## src/rtl/int_stim_pkg.sv

```systemverilog
// Shared encodings for the interrupt stimulus controller: channel modes, channel
// FSM states and the default acknowledge address.
package int_stim_pkg;

  typedef enum logic [1:0] {
    MODE_OFF     = 2'd0,
    MODE_ONESHOT = 2'd1,
    MODE_BUDGET  = 2'd2,
    MODE_FOREVER = 2'd3
  } mode_e;

  typedef enum logic [2:0] {
    CH_OFF   = 3'd0,
    CH_ARMED = 3'd1,
    CH_PEND  = 3'd2,
    CH_WAIT  = 3'd3,
    CH_DONE  = 3'd4
  } ch_state_e;

  localparam logic [31:0] DEFAULT_ACK_ADDR = 32'h0000_7f20;

endpackage

```

## src/rtl/int_stim_chan.sv

```systemverilog
// One interrupt trigger channel: PC comparator, fire budget and the
// OFF/ARMED/PEND/WAIT/DONE sequencing.
module int_stim_chan
  import int_stim_pkg::*;
#(
  parameter int unsigned CntW = 8
) (
  input  logic            clk,
  input  logic            reset,
  input  logic            cfg_we_i,
  input  logic [31:0]     cfg_pc_i,
  input  logic [1:0]      cfg_mode_i,
  input  logic [CntW-1:0] cfg_count_i,
  input  logic [31:0]     pc_i,
  input  logic            ack_i,
  output logic            pending_o,
  output logic            done_o
);

  ch_state_e       state_q, state_d;
  mode_e           mode_q, mode_d;
  logic [31:2]     trig_q, trig_d;
  logic [CntW-1:0] cnt_q, cnt_d;
  logic            match;
  logic            exhausted;

  assign match     = (trig_q == pc_i[31:2]);
  assign exhausted = (mode_q == MODE_ONESHOT) || ((mode_q == MODE_BUDGET) && (cnt_q == '0));

  always_comb begin
    state_d = state_q;
    mode_d  = mode_q;
    trig_d  = trig_q;
    cnt_d   = cnt_q;
    if (cfg_we_i) begin
      // Reconfiguration wins over any match or ack seen in the same cycle.
      trig_d  = cfg_pc_i[31:2];
      mode_d  = mode_e'(cfg_mode_i);
      cnt_d   = (cfg_count_i == '0) ? CntW'(1) : cfg_count_i;
      state_d = (cfg_mode_i == MODE_OFF) ? CH_OFF : CH_ARMED;
    end else begin
      unique case (state_q)
        CH_ARMED: begin
          if (match) begin
            state_d = CH_PEND;
            if ((mode_q == MODE_BUDGET) && (cnt_q != '0)) begin
              cnt_d = cnt_q - CntW'(1);
            end
          end
        end
        CH_PEND: begin
          if (ack_i) begin
            state_d = CH_WAIT;
          end
        end
        CH_WAIT: begin
          // Hold off until the PC leaves so a stalled CPU cannot re-fire.
          if (!match) begin
            state_d = exhausted ? CH_DONE : CH_ARMED;
          end
        end
        default: ;
      endcase
    end
  end

  always_ff @(posedge clk) begin
    if (reset) begin
      state_q <= CH_OFF;
      mode_q  <= MODE_OFF;
      trig_q  <= '0;
      cnt_q   <= '0;
    end else begin
      state_q <= state_d;
      mode_q  <= mode_d;
      trig_q  <= trig_d;
      cnt_q   <= cnt_d;
    end
  end

  assign pending_o = (state_q == CH_PEND);
  assign done_o    = (state_q == CH_DONE);

endmodule

```

## src/rtl/int_stim_ctrl.sv

```systemverilog
// Multi-channel interrupt stimulus controller: per-channel triggers, a fixed
// priority arbiter, acknowledge decode and the registered CPU interrupt.
module int_stim_ctrl
  import int_stim_pkg::*;
#(
  parameter int unsigned NUM_CH   = 4,
  parameter logic [31:0] ACK_ADDR = DEFAULT_ACK_ADDR,
  parameter int unsigned CNT_W    = 8,
  parameter int unsigned ID_W     = (NUM_CH > 1) ? $clog2(NUM_CH) : 1
) (
  input  logic              clk,
  input  logic              reset,
  input  logic              cfg_we_i,
  input  logic [ID_W-1:0]   cfg_ch_i,
  input  logic [31:0]       cfg_pc_i,
  input  logic [1:0]        cfg_mode_i,
  input  logic [CNT_W-1:0]  cfg_count_i,
  input  logic [31:0]       macroscopic_pc_i,
  input  logic [31:0]       m_int_addr_i,
  input  logic [3:0]        m_int_byteen_i,
  output logic              interrupt_o,
  output logic [ID_W-1:0]   int_id_o,
  output logic [NUM_CH-1:0] pending_o,
  output logic [NUM_CH-1:0] done_o
);

  logic              interrupt_q, interrupt_d;
  logic [ID_W-1:0]   int_id_q, int_id_d;
  logic [NUM_CH-1:0] pending, done;
  logic [NUM_CH-1:0] ack_vec, cfg_vec, surviving;
  logic [ID_W-1:0]   lowest;
  logic              ack;
  logic              hold;

  assign ack = interrupt_q && (|m_int_byteen_i) && (m_int_addr_i[31:2] == ACK_ADDR[31:2]);

  for (genvar g = 0; g < NUM_CH; g++) begin : g_chan
    assign ack_vec[g] = ack && (int_id_q == ID_W'(g));
    assign cfg_vec[g] = cfg_we_i && (cfg_ch_i == ID_W'(g));

    int_stim_chan #(
      .CntW(CNT_W)
    ) u_chan (
      .clk        (clk),
      .reset      (reset),
      .cfg_we_i   (cfg_vec[g]),
      .cfg_pc_i   (cfg_pc_i),
      .cfg_mode_i (cfg_mode_i),
      .cfg_count_i(cfg_count_i),
      .pc_i       (macroscopic_pc_i),
      .ack_i      (ack_vec[g]),
      .pending_o  (pending[g]),
      .done_o     (done[g])
    );
  end

  // Channels still pending after this edge; new matches join one cycle later.
  assign surviving = pending & ~ack_vec & ~cfg_vec;

  always_comb begin
    lowest = '0;
    for (int i = NUM_CH - 1; i >= 0; i--) begin
      if (surviving[i]) begin
        lowest = ID_W'(i);
      end
    end
  end

  always_comb begin
    hold        = interrupt_q && surviving[int_id_q];
    interrupt_d = |surviving;
    int_id_d    = hold ? int_id_q : lowest;
  end

  always_ff @(posedge clk) begin
    if (reset) begin
      interrupt_q <= 1'b0;
      int_id_q    <= '0;
    end else begin
      interrupt_q <= interrupt_d;
      int_id_q    <= int_id_d;
    end
  end

  assign interrupt_o = interrupt_q;
  assign int_id_o    = int_id_q;
  assign pending_o   = pending;
  assign done_o      = done;

endmodule

```

## config.mk

```make
export PLATFORM = sky130hd
export DESIGN_NAME = int_stim_ctrl
export DESIGN_NICKNAME = d
export VERILOG_FILES = /design/src/rtl/int_stim_pkg.sv /design/src/rtl/int_stim_chan.sv /design/src/rtl/int_stim_ctrl.sv
export SDC_FILE = /design/constraint.sdc
export NUM_CORES = 1
export LEC_CHECK = 0
export CAP_MARGIN = 5
export CORE_ASPECT_RATIO = 0.75
export CORE_UTILIZATION = 55
export DETAILED_ROUTE_END_ITERATION = 10
export GPL_TIMING_DRIVEN = 0
export PLACE_DENSITY = 0.8
export SYNTH_ARGS = -nofsm -noshare
export SYNTH_HDL_FRONTEND = slang
export SYNTH_SLANG_ARGS = --single-unit
```

## constraint.sdc

```tcl
create_clock -name clk -period 3 [get_ports clk]
set_input_delay 0.45 -clock clk [delete_from_list [all_inputs] [get_ports clk]]
set_output_delay 0.45 -clock clk [all_outputs]
set_load 0.01 [all_outputs]
```

# After elaboration in Yosys (flattened, before gate mapping)
# Cells that the tools add are included.
[classes] addsub=4 order_cmp=1 n_eq_ne=47 n_mux=48 bitwise_logic=4 n_reduce_logical=61
[op_table] op="two-way mux 8 bit" count=17
[op_table] op="== test 30 bit" count=4
[op_table] op="two-way mux 3 bit" count=20
[op_table] op="zero test 8 bit" count=5
[op_table] op="one-hot mux 3 bit (3 select lines)" count=4
[op_table] op="nonzero test 8 bit" count=4
[op_table] op="subtractor 8 x 1 -> 8 bit, second input constant" count=4
[op_table] op="== test 30 x 13 -> 1 bit, second input constant" count=1
[op_table] op="== test 3 x 2 -> 1 bit, second input constant" count=8
[op_table] op="inequality test 3 x 1 -> 1 bit, second input constant" count=8
[op_table] op="nonzero test 2 bit" count=12
[op_table] op="logical AND 1 bit" count=19
[op_table] op="== test 2 bit, second input constant" count=8
[op_table] op="AND reduction 4 bit" count=4
[op_table] op="nonzero test 4 bit" count=4
[op_table] op="== test 2 x 1 -> 1 bit, second input constant" count=6
[op_table] op="== test 3 x 1 -> 1 bit, second input constant" count=4
[op_table] op="== test 3 bit, second input constant" count=4
[op_table] op="inequality test 3 x 2 -> 1 bit, second input constant" count=4
[op_table] op="AND reduction 3 bit" count=4
[op_table] op="bitwise AND 4 bit" count=2
[op_table] op="two-way mux 2 bit" count=4
[op_table] op="inverter 4 bit" count=2
[op_table] op="OR reduction 4 bit" count=2
[op_table] op="5 further kinds" count=11
[totals] register_bits=175 output_inout_bits=11 wordCells=183

# Depth between registers and ports, before layout
[logic_depth] word_depth=11 mapped_depth=9 depth_no_buf=8

# By module
# From an unflattened synthesis, not the netlist that was laid out.
[hier_totals] hier_cells=1060 area_unflattened_um2=9425.3
[by_module_without_submodules] mod="int_stim_chan" n_inst=4 cells_each=249 area_per_inst_um2=2239.6 seq_area_each_um2=860.8
[by_module_without_submodules] mod="int_stim_ctrl" n_inst=1 cells_each=64 area_per_inst_um2=466.7 seq_area_each_um2=60.1

# Worst setup path after synthesis
# OpenSTA, ideal clock, no wires.
[synth_timing] kind="input to register" from="input macroscopic_pc_i[5]" to="register g_chan[3].u_chan.cnt_q[5]" setup_ns=0.091 arrival_time_ns=2.437 setup_slack_ns=0.473 cell_stages=7 path_buffers=1 path_cell_list="xnor2_1 > nand4_1 > or4_4 > or3_4 > buf_6 > or4_1 > a311oi_1"
[synth_between] elab_chain_cells=3
[synth_lines] element="start: declaration" line="int_stim_ctrl.sv:18" rtl="input logic [31:0] macroscopic_pc_i,"
[synth_lines] element="== test 30 bit" line="int_stim_chan.sv:27" rtl="assign match = (trig_q == pc_i[31:2]);"
[synth_lines] element="nonzero test 2 bit (no source line)"
[synth_lines] element="AND reduction 3 bit (no source line)"
[synth_lines] element="end signal: assignment" line="int_stim_chan.sv:77" rtl="cnt_q <= cnt_d;"
[synth_lines] element="end: declaration" line="int_stim_chan.sv:23" rtl="logic [CntW-1:0] cnt_q, cnt_d;"
# Every way passes these cells.
# A chain may end at the register's enable or synchronous reset.

# Worst setup path after layout
[layout_timing] from="input macroscopic_pc_i[28]" to="register g_chan[3].u_chan.cnt_q[5]"
# Same word-level chain as after synthesis.

==> results <==
kinds of logic (layout without fill, tap and decap cells):
family	after synthesis	in the layout	synth area share
buffers and inverters	93	246	0.04214
AND/OR/NAND/NOR	547	547	0.2874
flip-flops	175	175	0.3819
XOR/XNOR	123	123	0.1174
multiplexers	9	9	0.009820
adder cells (fa/ha/maj)	8	8	0.01091
AO/OA/AOI/OAI	233	233	0.1504
through the flow:
step                hold WS [ps]  setup TNS (ps)  total power [uW]  setup slack (ps)  cells
global placement           453.0          -12660              3293            -588.3   1516
global route               479.1          -43.26              5730            -27.80   1551
detailed placement         458.2          -13970              3307            -650.1   1516
floorplan                  439.6               0              2907             472.5   1188
CTS                        466.8          -77.70              5538            -77.70   1548
finish                     465.5               0              5604             44.69   1551
worst max-delay path: stages:
cell and delay, ps:
clkdlybuf4s50_1 630, xor2_1 160, nor4_4 420, nand4_1 340, or3_4 440, buf_6 150
or4_1 460, a311oi_1 240
layer usage:
layer,vias up,track usage,wire (um)
met2,638,0.5101,12760
met3,64,0.1460,4954
met4,2,0.1040,577
met1,4452,0.5361,13380
met5,-,0.05294,118
li1,4425,-,-
worst max-delay path by stage:
stage / slack [ps] / start / cells past startpoint / to
3_5_place_dp: -650 / macroscopic_pc_i[3] / 8 / g_chan[3].u_chan.cnt_q[5]
5_1_grt: -30 / macroscopic_pc_i[18] / 7 / g_chan[1].u_chan.cnt_q[6]
3_3_place_gp: -590 / macroscopic_pc_i[23] / 8 / g_chan[2].u_chan.cnt_q[6]
2_1_floorplan: 470 / macroscopic_pc_i[5] / 7 / g_chan[3].u_chan.cnt_q[5]
6_report: 40 / macroscopic_pc_i[28] / 8 / g_chan[3].u_chan.cnt_q[5]
4_1_cts: -80 / macroscopic_pc_i[16] / 8 / g_chan[3].u_chan.cnt_q[5]
cell usage in the layout (no fill, tap or decap), types with 11 or more instances in the layout:
cell	n
nor4_1	26
nand3_1	24
a21oi_1	145
xor2_1	75
nor3_1	27
clkbuf_16	17
buf_1	17
nand4_1	29
nor2_1	32
nor3b_1	12
and3_1	16
dlymetal6s2s_1	11
clkbuf_1	46
buf_4	12
clkdlybuf4s50_1	106
nand2_1	298
dfxtp_1	175
xnor2_1	44
inv_1	20
o21ai_0	16
area by class of cell:
class | count | area (um2)
Clock buffer | 21 | 470.5
Timing Repair Buffer | 122 | 1237
Tap cell | 210 | 262.8
Fill cell | 1300 | 4768
Clock inverter | 11 | 128.9
Multi-Input combinational cell | 920 | 5410
Sequential cell | 175 | 3503
Buffer | 72 | 309.0
Inverter | 20 | 75.07
power groups by stage:
| stage | sequential, uW | clock (uW) | combinational (uW) |
|---|---|---|---|
| 2_1_floorplan | 2510 | 0 | 396 |
| 3_5_place_dp | 2520 | 0 | 783 |
| 3_3_place_gp | 2520 | 0 | 773 |
| 5_1_grt | 2480 | 2360 | 884 |
| 6_report | 2480 | 2290 | 841 |
| 4_1_cts | 2470 | 2270 | 796 |
registers in the layout, indices dropped and copies added, names as in the netlist:
signal                 flops
g_chan.u_chan.cnt_q       32
g_chan.u_chan.state_q     12
g_chan.u_chan.trig_q     120
int_id_o                   2
interrupt_o                1
g_chan.u_chan.mode_q       8
timing repair:
item	4_1_cts	5_1_grt
resized for setup	9	24
buffers inserted	0	4
endpoints found under the setup margin	16	18
pin swaps	0	7
hold endpoints to repair	0	0
==> summary.md <==
| Metric | Value |
|---|---|
| Status | finished, final reports clean |
| Core Util, Final | 0.7050 |
| Die Wd | 151.1 um |
| FF+latch count, synth | ~180 |
| Initial Util | 0.5675 |
| R2R Path Start | g_chan[3].u_chan.trig_q[16] |
| Cell taking the most area after synthesis | dfxtp_1 |
| Min Tclk post-route | 2955 ps |
| VDD IR-drop max | around 0.41 mV |
| Worst setup SP type | input port |
| Worst hold endpoint | g_chan[0].u_chan.trig_q[28] |
| Placed cell areas | approximately 11000 um2 |
| Antenna violations before repair | 0 |
| Final Setup Violations | 0 |
| Slew Limit Fails | 0 |
| Via density | 6.177 |
| Main synth FF type | dfxtp_1 |
| IO Pins | 126 |
| Share of synthesized flip-flops with an asynchronous set or reset | 0 |
| Number of flops mapped to enable cells by yosys | 0 |
| Syn_area_per_cell | 7.722 um2 |
| Area contributors post-synth | dfxtp_1, nand2_1, a21oi_1 |
| Sw Share | 0.2787 |
| R2R Setup Slk | 150 ps |
| Combinational power share | 0.150 |
| Yosys top cell area share | 0.3819 |
| Starting DRT DRC Count | 1254 |
| Max-Slew Margin vs Limit | 0.3184 |
| Rows | 40 |
| Required time of the critical path | 3350 ps |
| CTS max path bufs | 2 |
| Sw power | 1562 uW |
| First-pass GRT wire length | 47840 um |
| Final net count | about 1500 |
| Antenna viol nets, final | 0 |
| Clock Sinks | around 180 |
| Vias in the first global route | approximately 8400 |
| Setup Crit Path Kind | input port to flip-flop |
| Die footprint | 17210 um2 |
| Via count | 9581 |
| Register area share after synthesis | 0.3819 |
| Finished Cell Area | 11400 um2 |
| GRT Total Usage | 0.3746 |
| Layout cells sized above 1 | 0.05220 |
| Clk root buf | clkbuf_16 |
| Critical hold path startpoint | g_chan[0].u_chan.trig_q[28] |
| Clock slew at reported path FFs | approximately 70 ps |
| Die Ht | 113.8 um |
| Crit path max fanout | 10 |
| Final WL | 31780 um |
| Leak Pwr | between 0.004 and 0.005 uW |
| DRT Pass-1 Iters | 6 |
| Syn Inst Count | 1188 |
| Setup crit end kind | flip-flop |
| Post-DP HPWL | about 24000 um |
| Synth Warn # | 0 |
| Pin count of the biggest net entering global routing | 17 |
| Yosys cell types | between 60 and 70 |
| Core Box Area | 16170 um2 |
| Hold Crit Class | flip-flop to flip-flop |
| Synth top cells by count | nand2_1, dfxtp_1, a21oi_1 |
| Power share of the sequential group | 0.442 |
| TritonCTS clock tree | done |
| PwrDens | about 490 nW/um2 |
| Clock Skews | 11.64 ps |
| Gr ovfl total | 0 |
| Most common cell in the synthesized netlist | nand2_1 |
| Post-CTS Hold Fix Bufs | 0 |
| Port bufs | 118 |
| RD Place Congestion | 1.009 |
| CTS Buf Count | 17 |
| Worst-Margin Slew | between 1000 and 1500 ps |
| Post-Syn Area | ~9200 um2 |
| Max-Cap Viols | 0 |
| Fmax | ~340 MHz |
| Worst hold path cell count | 2 |
| WP data arrival | 3300 ps |
| Clk network pwr share | 0.408 |
| R2R Path End | g_chan[3].u_chan.cnt_q[5] |
| CTS H-tree depth | 4 |
| Internal power | 4043 uW |
| Final hold vios | 0 |
| Worst-Skew Late Latency | 440 ps |
| Ant. Diodes | 0 |
| DRC errors left | 0 |
| Final worst-path cycle share | 0.9851 |
| Routed len/inst | a little over 20 um |
| Synth-to-layout area growth | 24.24% |
| R2R depth | 7 |
| RSZ-0062 raised after global routing | true |
| Syn Nets | 1311 |
Note: power is estimated with default switching activity, not from simulation.
